### config.mk
export PLATFORM = sky130hd
export DESIGN_NAME = acc_dump
export DESIGN_NICKNAME = d
export VERILOG_FILES = /design/src/rtl/acc_dump_pkg.sv /design/src/rtl/acc_dump_fx_widen.sv /design/src/rtl/acc_dump.sv
export SDC_FILE = /design/constraint.sdc
export NUM_CORES = 1
export LEC_CHECK = 0
export CAP_MARGIN = 20
export CORE_ASPECT_RATIO = 0.5
export CORE_MARGIN = 8
export CORE_UTILIZATION = 55
export CTS_BUF_LIST = sky130_fd_sc_hd__clkbuf_4 sky130_fd_sc_hd__clkbuf_8 sky130_fd_sc_hd__clkbuf_16
export DETAILED_ROUTE_END_ITERATION = 10
export PLACE_DENSITY = 0.8
export SLEW_MARGIN = 20
export SYNTH_ARGS = -nofsm -noshare
export SYNTH_HDL_FRONTEND = slang
export SYNTH_SLANG_ARGS = --single-unit
### constraint.sdc
create_clock -name i_clk -period 3.72 [get_ports i_clk]
set_clock_uncertainty 0.05 [all_clocks]
set_input_delay 0.372 -clock i_clk [delete_from_list [all_inputs] [get_ports i_clk]]
set_output_delay 0.372 -clock i_clk [all_outputs]
set_load 0.1 [all_outputs]
### src/rtl/acc_dump_pkg.sv
// acc_dump_pkg: shared fixed-point formats and saturation helpers
package acc_dump_pkg;
    localparam int NB_XI_D  = 9;
    localparam int NBF_XI_D = 7;
    localparam int NB_XO_D  = 17;
    localparam int NBF_XO_D = 10;
    localparam int N_ACC_D  = 16;

    function automatic int fx_clog2(input int n);
        int r;
        r = 0;
        while ((1 << r) < n) r++;
        return r;
    endfunction

    function automatic longint fx_max(input int nb);
        return (longint'(1) <<< (nb - 1)) - longint'(1);
    endfunction

    function automatic longint fx_min(input int nb);
        return -(longint'(1) <<< (nb - 1));
    endfunction

    localparam longint SAT_MAX_XO = fx_max(NB_XO_D);
    localparam longint SAT_MIN_XO = fx_min(NB_XO_D);
endpackage

### src/rtl/acc_dump_fx_widen.sv
// fx_widen: exact sign-extend and align of S(NB_XI,NBF_XI) into S(NB_ACC,NBF_XO)
module fx_widen
    import acc_dump_pkg::*;
#(
    parameter int NB_XI  = NB_XI_D,
    parameter int NBF_XI = NBF_XI_D,
    parameter int NB_ACC = NB_XO_D + 4,
    parameter int NBF_XO = NBF_XO_D
) (
    input  logic [NB_XI-1:0]  i_data,
    output logic [NB_ACC-1:0] o_data
);
    logic signed [NB_ACC-1:0] ext;

    assign ext    = NB_ACC'($signed(i_data));
    assign o_data = ext <<< (NBF_XO - NBF_XI);
endmodule

### src/rtl/acc_dump.sv
// acc_dump: integrate-and-dump of N_ACC aligned samples with saturated wide output
module acc_dump
    import acc_dump_pkg::*;
#(
    parameter int NB_XI  = NB_XI_D,
    parameter int NBF_XI = NBF_XI_D,
    parameter int NB_XO  = NB_XO_D,
    parameter int NBF_XO = NBF_XO_D,
    parameter int N_ACC  = N_ACC_D
) (
    input  logic             i_clk,
    input  logic             i_rst,
    input  logic [NB_XI-1:0] i_data,
    input  logic             i_valid,
    output logic             o_ready,
    input  logic             i_clear,
    output logic [NB_XO-1:0] o_data,
    output logic             o_valid,
    input  logic             i_ready,
    output logic             o_sat
);
    localparam int NB_CNT = fx_clog2(N_ACC);
    localparam int NB_ACC = NB_XO + NB_CNT;
    localparam logic signed [NB_ACC-1:0] SAT_HI = NB_ACC'(fx_max(NB_XO));
    localparam logic signed [NB_ACC-1:0] SAT_LO = NB_ACC'(fx_min(NB_XO));

    logic [NB_CNT-1:0]        cnt;
    logic signed [NB_ACC-1:0] acc;
    logic signed [NB_ACC-1:0] aligned;
    logic signed [NB_ACC-1:0] sum;
    logic                     last;
    logic                     accept;
    logic                     hi;
    logic                     lo;
    logic [NB_XO-1:0]         sat_data;

    fx_widen #(
        .NB_XI (NB_XI),
        .NBF_XI(NBF_XI),
        .NB_ACC(NB_ACC),
        .NBF_XO(NBF_XO)
    ) u_widen (
        .i_data(i_data),
        .o_data(aligned)
    );

    // Stall only the block-completing sample while an unconsumed result occupies the output
    always_comb begin
        last     = cnt == NB_CNT'(N_ACC - 1);
        o_ready  = ~(last & o_valid & ~i_ready);
        accept   = i_valid & o_ready & ~i_clear;
        sum      = acc + aligned;
        hi       = sum > SAT_HI;
        lo       = sum < SAT_LO;
        sat_data = hi ? SAT_HI[NB_XO-1:0] : lo ? SAT_LO[NB_XO-1:0] : sum[NB_XO-1:0];
    end

    // Phase counter and running sum; clear wins over a concurrent sample
    always_ff @(posedge i_clk or posedge i_rst) begin
        if (i_rst) begin
            cnt <= '0;
            acc <= '0;
        end else if (i_clear || (accept && last)) begin
            cnt <= '0;
            acc <= '0;
        end else if (accept) begin
            cnt <= cnt + 1'b1;
            acc <= sum;
        end
    end

    // Output register: a new dump overrides a same-cycle consume, otherwise held until taken
    always_ff @(posedge i_clk or posedge i_rst) begin
        if (i_rst) begin
            o_data  <= '0;
            o_sat   <= 1'b0;
            o_valid <= 1'b0;
        end else if (accept && last) begin
            o_data  <= sat_data;
            o_sat   <= hi | lo;
            o_valid <= 1'b1;
        end else if (i_ready) begin
            o_valid <= 1'b0;
        end
    end
endmodule

==> results.rst <==
.. list-table::
   :header-rows: 1

   * - Metric
     - Value
   * - Syn Inst Count
     - ~260
   * - Worst path required time
     - 3.88 ns
   * - Max Clk Rate
     - 300 MHz
   * - Longest individual stage delay on the worst path
     - around 0.62 ns
   * - Mean cell area of the mapped netlist
     - 10.0 um2
   * - Final core occ
     - 0.685
   * - CTS sink count
     - 39
   * - Smallest hold slack
     - about 0.44 ns
   * - RR Endpoint
     - o_data[4]
   * - Overall die area
     - 0.00720 mm2
   * - Number of buffers inserted during clock tree synthesis
     - 5
   * - Cell row count
     - 17
   * - Die width
     - roughly 110 um
   * - Count of port buffers added during placement
     - 33
   * - Startpoint type of the worst setup path
     - primary input
   * - Setup repair after global routing missed its margin
     - false
   * - Worst setup slack after placement
     - 0.148 ns
   * - Pin count of the biggest net entering global routing
     - 40
   * - Max Buffers Root-to-Sink
     - 2
   * - Non-filler instance count after layout
     - between 300 and 400
   * - Total power
     - 1.31 mW
   * - Number of global-route vias before repair
     - 2090
   * - Setup slack on the worst flop-to-flop path
     - 0.68 ns
   * - Number of cell instances on the worst register-to-register path
     - 12
   * - Resize count post-CTS
     - 0
   * - Detailed-route vias per instance
     - 6.38
   * - Synthesis-stage register bit count
     - 39
   * - Critical R2R Launch
     - acc[3]
   * - Relative slew slack
     - 0.334
   * - Clock tree from TritonCTS
     - done
   * - Post-layout net count
     - 322
   * - Slack of the critical path
     - 0.387 ns
   * - Starting utilization of the core area
     - 0.576
   * - Instance count after placement with tap cells included
     - 339
   * - Count of vias placed by the detailed router
     - 2214
   * - Router iterations before antenna repair
     - 4
   * - Number of different library cells in the post-synthesis netlist
     - 55
   * - Gate family responsible for the most delay along the worst path
     - compound AO/OA/AOI/OAI gates
   * - Clock latency on the worst-skew pair
     - 0.29 ns
   * - Wire length reported by the detailed router
     - 6790 um
   * - Finished Cell Area
     - 0.00303 mm2
   * - First-iteration detailed-routing DRC count
     - 179
   * - Share of the yosys chip area belonging to registers
     - 0.383
   * - Total global routing overflow
     - 0
   * - Transition time of the tightest slew-check pin
     - roughly 1 ns
   * - Global placement routability congestion
     - 1.02
   * - Crit. End Element
     - flip-flop
   * - Slowest CP cell
     - clkdlybuf4s50_1
   * - Hold Path Class
     - primary input to async pin
   * - Number of buffers inserted to repair setup after CTS
     - 0
   * - Pwr Density
     - 431 mW/mm2
   * - Maximum VDD drop
     - roughly 190 uV
   * - Shortest period the worst path allows
     - 3.33 ns
   * - Post-Route Setup TNS
     - 0 ns
   * - Status
     - finished clean
   * - CTS Root Buffer Type
     - clkbuf_8
   * - HPWL after DPL
     - slightly above 5000 um
   * - Clock H-tree levels
     - 2
   * - Count of endpoints failing hold in the final timing report
     - 0
   * - Net count of the mapped netlist
     - 288
   * - EDFF count, synth
     - 0
   * - Number of setup violations in the final report
     - 0
   * - Async SR Flop Fraction
     - 1.00
   * - Area of placed instances
     - 0.00294 mm2
   * - Final antenna diode count
     - 0
   * - Wire length of the first global-routing pass
     - 10900 um
   * - Height of the die
     - 64.1 um
   * - ANT nets after route
     - 0
   * - Antenna violations before repair
     - 0
   * - Clock edge transition at the registers on the reported setup and hold paths
     - 0.08 ns
   * - Residual DRC count
     - 0
   * - Top flip-flop cell by instance count after synthesis
     - dfrtp_1
   * - Max Cap Viol
     - 0
   * - Share of the clock period used by the worst path after layout
     - 0.896
   * - Maximum fanout along the worst path
     - 14
   * - Critical path, cell by cell
     - clkdlybuf4s50_1, ha_1, a21o_2, a31o_1, a311o_1, a41oi_2, xor2_2, o41ai_2, buf_4, a2bb2oi_1
   * - Area growth from synthesis to layout
     - 18.8%
   * - Cell Area, Synth
     - 0.00255 mm2
   * - Arrival time at the worst endpoint
     - 3.50 ns
   * - Top-level I/O count
     - 34
   * - Core Box Area
     - between 0.004 and 0.005 mm2
   * - Setup Crit Path Kind
     - primary input to flip-flop
   * - Global-route total usage across every layer
     - 0.190
   * - Layout cell share with drive strength beyond 1
     - 0.107
   * - Number of buffers and inverters on the critical path
     - 2
   * - Average wire per standard cell
     - 19.6 um
   * - Filler Cell Count
     - 339
   * - Hold-fix buffers at CTS
     - 0
   * - Leakage Power
     - 1.40 nW
   * - Yosys synthesis warning count
     - 0
   * - Number of slew-limit violations in the final report
     - 0
-- how the worst max path moves through the flow --
stage / startpoint / to / slack (ns) / depth (start not counted)
global placement: i_data[8] / o_data[7] / 0.26 / 10
global route: i_data[8] / o_data[4] / 0.25 / 10
detailed placement: i_data[8] / o_data[8] / 0.15 / 10
CTS: i_data[8] / o_data[4] / 0.43 / 10
finish: i_data[8] / o_data[4] / 0.39 / 10
floorplan: o_valid / o_data[3] / 0.58 / 8
-- sequential cells by signal, indices dropped and copies added, names as in the netlist --
register and cells:
o_valid 1, o_sat 1, cnt 4, acc 18
o_data 15
-- layout make-up --
cell class,count,area (um2),share of cell area
Timing Repair Buffer,42,398,0.131
Sequential cell,39,976,0.322
Inverter,7,26.3,0.00867
Clock inverter,3,20.0,0.00661
Tap cell,57,71.3,0.0235
Multi-Input combinational cell,194,1470,0.485
Clock buffer,5,68.8,0.0227
-- cell usage after synthesis (all sizes together) (4+ instances only) --
cell	count	share of area
ha	18	0.088
a22o	14	0.048
xnor2	7	0.024
a21oi	21	0.043
nor2	11	0.016
nand3b	4	0.012
a221o	11	0.044
and3	5	0.013
xor2	6	0.024
o21a	4	0.012
clkbuf	10	0.016
o211ai	4	0.012
a21o	10	0.030
nand2	20	0.029
dfrtp	39	0.38
o21ai	11	0.022
nor3	4	0.0079
inv	7	0.010
nand3	6	0.012
buf	5	0.015
-- worst register-to-register path, cell delays in order, from the launching register on --
cell,delay [ns]
dfrtp_1,0.37
ha_1,0.17
inv_1,0.05
fa_1,0.40
nor2b_1,0.19
o31ai_1,0.09
buf_4,0.16
a31oi_4,0.25
a41oi_2,0.19
xor2_2,0.20
o41ai_2,0.39
buf_4,0.27
a2bb2oi_1,0.18
-- cell families (layout without fill, tap and decap cells) --
family / after synthesis / in the layout / share of synthesized area
AO/OA/AOI/OAI: 101 / 101 / 0.313
AND/OR/NAND/NOR: 61 / 61 / 0.119
flip-flops: 39 / 39 / 0.383
buffers and inverters: 22 / 57 / 0.0412
adder cells (fa/ha/maj): 19 / 19 / 0.0962
XOR/XNOR: 13 / 13 / 0.0476
-- report_power, final --
part           switching [mW]  internal [mW]
combinational           0.323          0.206
clock                   0.157          0.131
sequential             0.0308          0.460
total                   0.510          0.796
-- per-layer routing --
layer | vias up | routed length, um | share of wire | GRT usage
met4 | 0 | 95 | 0.014 | 0.0516
met1 | 1069 | 3250 | 0.48 | 0.268
li1 | 1039 | - | - | -
met3 | 11 | 687 | 0.10 | 0.0665
met5 | - | 0 | 0 | 0
met2 | 95 | 2760 | 0.41 | 0.268
-- layout by cell type, fill, tap and decap left out, drive strengths merged, types with 3 or more instances in the layout --
master	count
clkbuf	5
nor2b	3
a21oi	21
a22o	14
o211ai	4
nand3b	4
a21o	10
nand2	20
clkdlybuf4s50	33
nor3	4
inv	7
and3	5
and2	3
o21ai	11
a221o	11
buf	9
ha	18
nand3	6
nor2	11
a211oi	3
xnor2	7
o21a	4
dfrtp	39
xor2	6
Power figures use the tool's default switching activity.
